===== config.mk =====
export PLATFORM = sky130hd
export DESIGN_NAME = self_attention_sched_flat
export DESIGN_NICKNAME = d
export VERILOG_FILES = /design/src/rtl/self_attention_sched_if.sv /design/src/rtl/self_attention_sched.sv /design/src/flat_wrapper.sv
export SDC_FILE = /design/constraint.sdc
export NUM_CORES = 1
export LEC_CHECK = 0
export ABC_AREA = 1
export CORE_ASPECT_RATIO = 0.9
export CORE_MARGIN = 4
export CORE_UTILIZATION = 50
export DETAILED_ROUTE_END_ITERATION = 10
export PLACE_DENSITY_LB_ADDON = 0.12
export SYNTH_ARGS = -nofsm -noshare
export SYNTH_HDL_FRONTEND = slang
export SYNTH_SLANG_ARGS = --single-unit

===== constraint.sdc =====
create_clock -name clk -period 1.43 [get_ports clk]
set_input_delay 0.143 -clock clk [delete_from_list [all_inputs] [get_ports clk]]
set_output_delay 0.143 -clock clk [all_outputs]
set_load 0.02 [all_outputs]

===== src/rtl/self_attention_sched_if.sv =====
// Handshake bundle between the attention tile scheduler and its B2R / softmax / R2B neighbours.
// SELF_ATTN_SCHED_STALL_CNT_EN adds the 16-bit stall_cnt observation output.
interface self_attention_sched_if #(
    parameter int NUM_LANES = 4,
    parameter int NUM_TILES = 8,
    parameter int NUM_HEADS = 2
);
    localparam int TW = (NUM_TILES > 1) ? $clog2(NUM_TILES) : 1;
    localparam int HW = (NUM_HEADS > 1) ? $clog2(NUM_HEADS) : 1;

    logic                 start;
    logic                 b2r_valid;
    logic                 b2r_ready;
    logic                 b2r_slice_done;
    logic                 b2r_clr;
    logic                 sm_en;
    logic [NUM_LANES-1:0] sm_valid;
    logic [TW-1:0]        sm_tile_idx;
    logic [NUM_LANES-1:0] sm_done;
    logic [NUM_LANES-1:0] sm_clr;
    logic [NUM_LANES-1:0] r2b_valid;
    logic                 r2b_ready;
    logic [HW-1:0]        head_idx;
    logic                 busy;
    logic                 done;
`ifdef SELF_ATTN_SCHED_STALL_CNT_EN
    logic [15:0]          stall_cnt;
`endif

    // master: the scheduler side
    modport master (
        input  start, b2r_valid, b2r_slice_done, sm_done, r2b_ready,
        output b2r_ready, b2r_clr, sm_en, sm_valid, sm_tile_idx, sm_clr,
               r2b_valid, head_idx, busy, done
`ifdef SELF_ATTN_SCHED_STALL_CNT_EN
        , output stall_cnt
`endif
    );

    modport slave (
        output start, b2r_valid, b2r_slice_done, sm_done, r2b_ready,
        input  b2r_ready, b2r_clr, sm_en, sm_valid, sm_tile_idx, sm_clr,
               r2b_valid, head_idx, busy, done
`ifdef SELF_ATTN_SCHED_STALL_CNT_EN
        , input stall_cnt
`endif
    );
endinterface


===== src/rtl/self_attention_sched.sv =====
// Self-attention tile scheduler: round-robin tile issue to softmax lanes, completion tracking, R2B drain.
// SELF_ATTN_SCHED_STALL_CNT_EN adds a saturating stall counter on bus.stall_cnt.

// Sticky per-lane softmax completion flag; a clear beats a simultaneous done.
module sched_lane_done (
    input  logic clk,
    input  logic rst,
    input  logic done,
    input  logic clr,
    output logic mask
);
    always_ff @(posedge clk or posedge rst) begin
        if (rst)       mask <= 1'b0;
        else if (clr)  mask <= 1'b0;
        else if (done) mask <= 1'b1;
    end
endmodule

module self_attention_sched #(
    parameter int NUM_LANES  = 4,
    parameter int NUM_TILES  = 8,
    parameter int ROW_GROUPS = 2,
    parameter int NUM_HEADS  = 2
) (
    input logic                    clk,
    input logic                    rst,
    self_attention_sched_if.master bus
);
    localparam int LW = (NUM_LANES  > 1) ? $clog2(NUM_LANES)  : 1;
    localparam int TW = (NUM_TILES  > 1) ? $clog2(NUM_TILES)  : 1;
    localparam int GW = (ROW_GROUPS > 1) ? $clog2(ROW_GROUPS) : 1;
    localparam int HW = (NUM_HEADS  > 1) ? $clog2(NUM_HEADS)  : 1;
    localparam logic [LW-1:0]        LAST_LANE  = LW'(NUM_LANES - 1);
    localparam logic [TW-1:0]        LAST_TILE  = TW'(NUM_TILES - 1);
    localparam logic [GW-1:0]        LAST_GROUP = GW'(ROW_GROUPS - 1);
    localparam logic [HW-1:0]        LAST_HEAD  = HW'(NUM_HEADS - 1);
    localparam logic [NUM_LANES-1:0] LANE0      = NUM_LANES'(1);

    typedef enum logic [2:0] {IDLE, STREAM, WAIT, DRAIN, CLEAR, FINISH} state_t;

    state_t               state;
    logic [LW-1:0]        lane_cnt, drain_cnt;
    logic [TW-1:0]        tile_cnt;
    logic [GW-1:0]        group_cnt;
    logic [HW-1:0]        head_cnt;
    logic [NUM_LANES-1:0] sm_valid, sm_clr, r2b_valid, sm_done, done_mask;
    logic [TW-1:0]        sm_tile_idx;
    logic                 sm_en, busy, done, b2r_clr;
    logic                 accept, all_done;

    assign sm_done = bus.sm_done;

    sched_lane_done u_lane [NUM_LANES-1:0] (
        .clk  (clk),
        .rst  (rst),
        .done (sm_done),
        .clr  (sm_clr),
        .mask (done_mask)
    );

    // A mask completed by this cycle's pulses already releases WAIT.
    assign all_done = &(done_mask | sm_done);
    assign accept   = bus.b2r_valid && (state == STREAM);

    always_ff @(posedge clk or posedge rst) begin
        if (rst) begin
            state       <= IDLE;
            lane_cnt    <= '0;
            tile_cnt    <= '0;
            group_cnt   <= '0;
            head_cnt    <= '0;
            drain_cnt   <= '0;
            sm_valid    <= '0;
            sm_tile_idx <= '0;
            sm_clr      <= '0;
            r2b_valid   <= '0;
            sm_en       <= 1'b0;
            busy        <= 1'b0;
            done        <= 1'b0;
            b2r_clr     <= 1'b0;
        end else begin
            sm_valid    <= '0;
            sm_tile_idx <= '0;
            sm_clr      <= '0;
            done        <= 1'b0;
            b2r_clr     <= bus.b2r_slice_done && (state != IDLE);
            case (state)
                IDLE: if (bus.start) begin
                    state     <= STREAM;
                    lane_cnt  <= '0;
                    tile_cnt  <= '0;
                    group_cnt <= '0;
                    head_cnt  <= '0;
                    sm_en     <= 1'b1;
                    busy      <= 1'b1;
                end
                STREAM: if (accept) begin
                    sm_valid    <= LANE0 << lane_cnt;
                    sm_tile_idx <= tile_cnt;
                    if (lane_cnt == LAST_LANE) begin
                        lane_cnt <= '0;
                        if (tile_cnt == LAST_TILE) begin
                            tile_cnt <= '0;
                            state    <= WAIT;
                        end else begin
                            tile_cnt <= tile_cnt + 1'b1;
                        end
                    end else begin
                        lane_cnt <= lane_cnt + 1'b1;
                    end
                end
                WAIT: if (all_done) begin
                    state     <= DRAIN;
                    drain_cnt <= '0;
                    r2b_valid <= LANE0;
                end
                DRAIN: if (bus.r2b_ready) begin
                    if (drain_cnt == LAST_LANE) begin
                        r2b_valid <= '0;
                        sm_clr    <= '1;
                        state     <= CLEAR;
                    end else begin
                        drain_cnt <= drain_cnt + 1'b1;
                        r2b_valid <= r2b_valid << 1;
                    end
                end
                CLEAR: begin
                    lane_cnt <= '0;
                    tile_cnt <= '0;
                    if (group_cnt != LAST_GROUP) begin
                        group_cnt <= group_cnt + 1'b1;
                        state     <= STREAM;
                    end else if (head_cnt != LAST_HEAD) begin
                        head_cnt  <= head_cnt + 1'b1;
                        group_cnt <= '0;
                        state     <= STREAM;
                    end else begin
                        done  <= 1'b1;
                        sm_en <= 1'b0;
                        state <= FINISH;
                    end
                end
                FINISH: begin
                    busy  <= 1'b0;
                    state <= IDLE;
                end
                default: state <= IDLE;
            endcase
        end
    end

`ifdef SELF_ATTN_SCHED_STALL_CNT_EN
    logic [15:0] stall_cnt;
    always_ff @(posedge clk or posedge rst) begin
        if (rst)
            stall_cnt <= '0;
        else if (state == IDLE && bus.start)
            stall_cnt <= '0;
        else if (((state == STREAM && !bus.b2r_valid) || (state == DRAIN && !bus.r2b_ready))
                 && stall_cnt != 16'hFFFF)
            stall_cnt <= stall_cnt + 16'd1;
    end
    assign bus.stall_cnt = stall_cnt;
`endif

    assign bus.b2r_ready   = (state == STREAM);
    assign bus.b2r_clr     = b2r_clr;
    assign bus.sm_en       = sm_en;
    assign bus.sm_valid    = sm_valid;
    assign bus.sm_tile_idx = sm_tile_idx;
    assign bus.sm_clr      = sm_clr;
    assign bus.r2b_valid   = r2b_valid;
    assign bus.head_idx    = head_cnt;
    assign bus.busy        = busy;
    assign bus.done        = done;
endmodule

===== src/flat_wrapper.sv =====
// flat-port wrapper written by rule: the top's interface ports become plain ports
module self_attention_sched_flat 
#(
    parameter int NUM_LANES  = 4,
    parameter int NUM_TILES  = 8,
    parameter int ROW_GROUPS = 2,
    parameter int NUM_HEADS  = 2
)
  (clk, rst, bus_start, bus_b2r_valid, bus_b2r_slice_done, bus_sm_done, bus_r2b_ready, bus_b2r_ready, bus_b2r_clr, bus_sm_en, bus_sm_valid, bus_sm_tile_idx, bus_sm_clr, bus_r2b_valid, bus_head_idx, bus_busy, bus_done);
  self_attention_sched_if #(.NUM_LANES(NUM_LANES), .NUM_TILES(NUM_TILES), .NUM_HEADS(NUM_HEADS)) bus_i ();
  input logic clk;
  input logic rst;
  input wire logic [$bits(bus_i.start)-1:0] bus_start;
  input wire logic [$bits(bus_i.b2r_valid)-1:0] bus_b2r_valid;
  input wire logic [$bits(bus_i.b2r_slice_done)-1:0] bus_b2r_slice_done;
  input wire logic [$bits(bus_i.sm_done)-1:0] bus_sm_done;
  input wire logic [$bits(bus_i.r2b_ready)-1:0] bus_r2b_ready;
  output wire logic [$bits(bus_i.b2r_ready)-1:0] bus_b2r_ready;
  output wire logic [$bits(bus_i.b2r_clr)-1:0] bus_b2r_clr;
  output wire logic [$bits(bus_i.sm_en)-1:0] bus_sm_en;
  output wire logic [$bits(bus_i.sm_valid)-1:0] bus_sm_valid;
  output wire logic [$bits(bus_i.sm_tile_idx)-1:0] bus_sm_tile_idx;
  output wire logic [$bits(bus_i.sm_clr)-1:0] bus_sm_clr;
  output wire logic [$bits(bus_i.r2b_valid)-1:0] bus_r2b_valid;
  output wire logic [$bits(bus_i.head_idx)-1:0] bus_head_idx;
  output wire logic [$bits(bus_i.busy)-1:0] bus_busy;
  output wire logic [$bits(bus_i.done)-1:0] bus_done;
  assign bus_i.start = bus_start;
  assign bus_i.b2r_valid = bus_b2r_valid;
  assign bus_i.b2r_slice_done = bus_b2r_slice_done;
  assign bus_i.sm_done = bus_sm_done;
  assign bus_i.r2b_ready = bus_r2b_ready;
  assign bus_b2r_ready = bus_i.b2r_ready;
  assign bus_b2r_clr = bus_i.b2r_clr;
  assign bus_sm_en = bus_i.sm_en;
  assign bus_sm_valid = bus_i.sm_valid;
  assign bus_sm_tile_idx = bus_i.sm_tile_idx;
  assign bus_sm_clr = bus_i.sm_clr;
  assign bus_r2b_valid = bus_i.r2b_valid;
  assign bus_head_idx = bus_i.head_idx;
  assign bus_busy = bus_i.busy;
  assign bus_done = bus_i.done;
  self_attention_sched #(.NUM_LANES(NUM_LANES), .NUM_TILES(NUM_TILES), .ROW_GROUPS(ROW_GROUPS), .NUM_HEADS(NUM_HEADS)) u_core (.clk(clk), .rst(rst), .bus(bus_i));
endmodule

* Yosys cells after proc, flatten, opt, wreduce, memory -nomap -nowiden *
Cells that the tools add are included.

operators by class
  $add $sub $neg = 5
  equal/unequal tests = 18
  shifts and indexed selects = 1
  mux-type cells = 56
  bitwise operators = 1
  reductions and logical operators = 22

operators by type and width
  operator             count
  $mux 3               15
  $mux 4               8
  $mux 1               18
  $reduce_and 4->1     4
  $pmux 3 s5           1
  $ne 2x1->1 const B   7
  $reduce_bool 2->1    7
  $mux 2               6
  $eq 3x3->1 const B   3
  $pmux 3 s3           1
  $reduce_and 3->1     3
  $pmux 1 s2           4
  $pmux 4 s2           1
  $reduce_and 7->1     1
  $eq 3x2->1 const B   2
  $ne 2x2->1 const B   3
  $pmux 2 s3           1
  $reduce_bool 3->1    2
  $add 2x1->2 const B  2
  $eq 2x2->1 const B   2
  $or 4x4->4           1
  $pmux 2 s2           1
  $reduce_and 2->1     2
  $shl 1x2->4 const A  1
  other kinds (5)      7

storage, ports and cells
  flip-flop bits (word level) = 35
  word-level logic and storage cells = 121

* Longest topological paths before layout *
  word-level depth = 5
  mapped depth = 9
  mapped depth without buffers = 9

* Cells and area by module *
A second synthesis with hierarchy kept.

unflattened totals
  cells, all modules = 180
  area, all modules = 1,575.3 um^2

by module, submodules not included
  module                times used  cells each  area an instance (um^2)  sequential area each (um^2)
  self_attention_sched  1           164         1,430.1                  700.7
  sched_lane_done       4           4           36.3                     25.0

* Worst setup path before layout *
Ideal clock, no wire load.

  kind = reg-to-reg
  start = register u_core.tile_cnt[0]
  end = register u_core.tile_cnt[0]
  setup time = 0.065 ns
  arrival time = 1.188 ns
  data required time = 1.365 ns
  path slack = 0.177 ns
  cell stages (with the launch flop) = 7
  path buffers = 0
  clock period less this slack = 1.253 ns
  cell sequence = dfrtp_1 -> ha_1 -> ha_1 -> or2_1 -> nor2_1 -> nand2_1 -> nand2_1

on the way
  longest elaborated chain between the ends = 5
  elaborated cells on any way between the ends = 6

ends and longest elaborated chain
  item                                       line                                                      text
  start: declaration                         self_attention_sched.sv:43                                logic [TW-1:0] tile_cnt;
  start signal: assignment                   self_attention_sched.sv:106                               tile_cnt <= tile_cnt + 1'b1;
  $add 3x1->3 or $eq 3x3->1 (tied branches)  self_attention_sched.sv:106, self_attention_sched.sv:102
  $mux 3 (*)                                 self_attention_sched.sv:102                               if (tile_cnt == LAST_TILE) begin
  $mux 3 (*)                                 self_attention_sched.sv:100                               if (lane_cnt == LAST_LANE) begin
  $mux 3 (*)                                 self_attention_sched.sv:97                                STREAM: if (accept) begin
  $pmux 3 s3 (*)                             self_attention_sched.sv:87                                case (state)

Mark *: on every way between the ends. The rest lies on a longest branch, timed or not. The select of a mux whose other input is x is not followed.
A chain may end at the register's enable or synchronous reset.

* Final worst setup path *
  start = register u_core.tile_cnt[0]
  end = register u_core.state[0]

on the way
  longest elaborated chain between the ends = 3

ends and longest elaborated chain
  item                        line                         text
  $eq 3x3->1                  self_attention_sched.sv:102
  $ne 2x1->1 (no line)        -
  $reduce_and 7->1 (no line)  -
  end signal: assignment      self_attention_sched.sv:104  state <= WAIT;
  end signal: assignment      self_attention_sched.sv:113  state <= DRAIN;
  end signal: assignment      self_attention_sched.sv:121  state <= CLEAR;
  end: declaration            self_attention_sched.sv:41   state_t state;

No other way between the ends.

==> impl_results.md <==
- Tot Pwr: 3.83 mW
- Number of global-route vias before repair: 1226
- Clock Latency Late Sink: 330 ps
- Final hold violation count: 0
- Multi-input logic area: 683 sq um
- Top_reg_cell synth: dfrtp_1
- Post-route minimum period: 1430 ps
- Layout area overhead: 36.7%
- Hold WC Path Type: input port to async pin
- First-pass GRT wire length: 5.65 mm
- Post-synth ARST share: 1.00
- Core area: 2860 sq um
- Post-Synthesis Cell Area: 1560 sq um
- N_diodes: 0
- Largest net degree at the start of global routing: 33
- Worst slew pin tran: 400 ps
- Initial core utilization: 0.544
- Syn_nets: 193
- All-Layer GR Usage: 0.189
- Sequential Area: 802 sq um
- Leakage: 1.15 nW
- Max cap viols: 0
- Startpoint types: register
- Final worst-path cycle share: 0.997
- Required @ worst endpoint: 1650 ps
- Die X: 66.8 microns
- DRT antenna net count: 0
- Bufs on Longest Clock Path: 2
- Critical path fanouts, max: 4
- Avg Cell Area, Syn: 8.84 sq um
- Number of vias per cell: 4.78
- Num CTS Buffers: 5
- Share of the synthesized area in the top cell type: 0.515
- Status: finished, final reports clean
- Post-synth top area cell: dfrtp_1
- I/O Buffers: 30
- Final setup fails: 0
- Worst reg2reg setup slack: 4 ps
- CTS tree: done
- # fillers: 224
- # H-tree levels: 2
- Syn. warnings: 0
- Clock root cell: clkbuf_4
- Most frequent cells after synthesis: nand2_1 (36), dfrtp_1 (32), nor2_1 (28)
- Post-DP HPWL: 2.43 mm
- Final Routed Wirelength: 3.52 mm
- Sink Count: 32
- RSZ-0062 raised after global routing: true
- Part of the Yosys area used for sequential elements: 0.515
- Initial antenna violation count: 0
- I/O pin cnt: 31
- Vias: 1262
- CP endpoint kind: register
- Post-synth EDFFs: 0
- Worst rel slew slack: 0.733
- DRT iter0 DRCs: 68
- Pwr dens: 1800 nW/um^2
- Die area: 4070 sq um
- Syn Inst Count: 176
- GPL Wtd Cong: 0.907
- Maximum vdd drop: 1.09 mV
- Clock Skew: 5.91 ps
- Arr. time, crit path: 1650 ps
- DRC: 0
- Die Span Y: 60.9 microns
- Final nets: 240
- Num rows: 18
- Layout cells sized above 1: 0.259
- Final Max Tran Viols: 0
- Drt pass-1 iters: 5
- Flops & latches, synth: 32
- Count leader, synth: nand2_1
- F_max: 701 MHz
- Ranking of synthesized cells by area: dfrtp_1 (51%), nand2_1 (8.7%), nor2_1 (6.8%)
- Clock slew at reported path FFs: 100 ps
- Drt wl/cell: 13.3 microns
- Gr ovfl total: 0
- Distinct cells, synth: 24
- Worst hold slack: 189 ps
- Crit Path Category: register to register
==> worst max-delay path, stage by stage (launching register included) <==
cell and delay [ps]:
dfrtp_1 420, ha_2 220, ha_4 140, nand2_2 50, nand3_2 70, nand2_2 70, nor2_4 130, nand2_2 90
nand2_1 70, nand2_1 60
==> state kept, by name, indices dropped and copies added (netlist names) <==
signal,flops
u_core.lane_cnt,2
u_core.bus.sm_clr,1
u_core.u_lane.mask,4
u_core.bus.sm_tile_idx,3
u_core.bus.done,1
u_core.group_cnt,1
u_core.state,3
u_core.bus.b2r_clr,1
u_core.bus.sm_valid,4
u_core.bus.sm_en,1
u_core.tile_cnt,3
u_core.bus.r2b_valid,4
u_core.bus.head_idx,1
u_core.bus.busy,1
u_core.drain_cnt,2
==> path summary, 6_finish.rpt <==
| check | from | endpoint | depth (start not counted) |
|---|---|---|---|
| max reg2reg | u_core.tile_cnt[0] | u_core.state[0] | 9 |
| max | u_core.tile_cnt[0] | u_core.state[0] | 9 |
| min reg2reg | u_core.u_lane[0].mask | u_core.u_lane[0].mask | 2 |
| max in group asynchronous | rst | u_core.state[0] | 3 |
| min in group clk | bus_b2r_slice_done | u_core.bus.b2r_clr | 2 |
| min | rst | u_core.state[1] | 3 |
==> placed cells by master (no fill, tap or decap), types with 6 or more instances in the layout <==
master and instances:
dfrtp_1 31, nand2_1 29, nor2_1 26, inv_1 25, dlygate4sd2_1 13, buf_4 12, nand2_2 10, clkdlybuf4s50_1 10
dlymetal6s2s_1 6
==> report_power, final <==
group	total, mW	switching (mW)	internal (mW)
registers	1.29	0.165	1.13
logic	2.00	1.19	0.815
clock network	0.541	0.298	0.242
==> repair_timing <==
| action | in CTS | in global routing |
|---|---|---|
| setup endpoints to repair | 16 | 19 |
| gates resized for setup | 16 | 28 |
| hold buffers | 0 | 0 |
| pin swaps | 0 | 8 |
| setup buffers | 0 | 6 |
==> routing by layer <==
metal  GRT usage  wire, microns
met1       0.216           1440
met2       0.333           1850
met3      0.0500            155
met4      0.0870             66
met5           0              0
==> layout make-up <==
type	count	share of cell area
sequential	32	0.377
timing repair buffer	45	0.201
inverter	28	0.0494
tap	40	0.0235
clock buffer	8	0.0277
multi-input combinational	111	0.321
==> metrics by stage <==
step	cells	setup TNS [ps]	setup slack (ps)	utilization	cell area, sq um
6_report	264	0	3.84	0.743	2130
5_1_grt	264	-154	-69.1	0.743	2130
4_1_cts	258	0	3.22	0.692	1980
3_5_place_dp	250	0	22.1	0.677	1940
3_3_place_gp	250	0	88.7	0.677	1940
2_1_floorplan	176	0	177	-	1560
==> cell families (layout without fill, tap and decap cells) <==
group                    after synthesis  count (layout)  synth area share
adder cells (fa/ha/maj)                7               7            0.0563
buffers and inverters                 33              81            0.0917
AND/OR/NAND/NOR                       88              88             0.275
AO/OA/AOI/OAI                         16              16            0.0619
flip-flops                            32              32             0.515
Note: power is estimated with default switching activity, not from simulation.
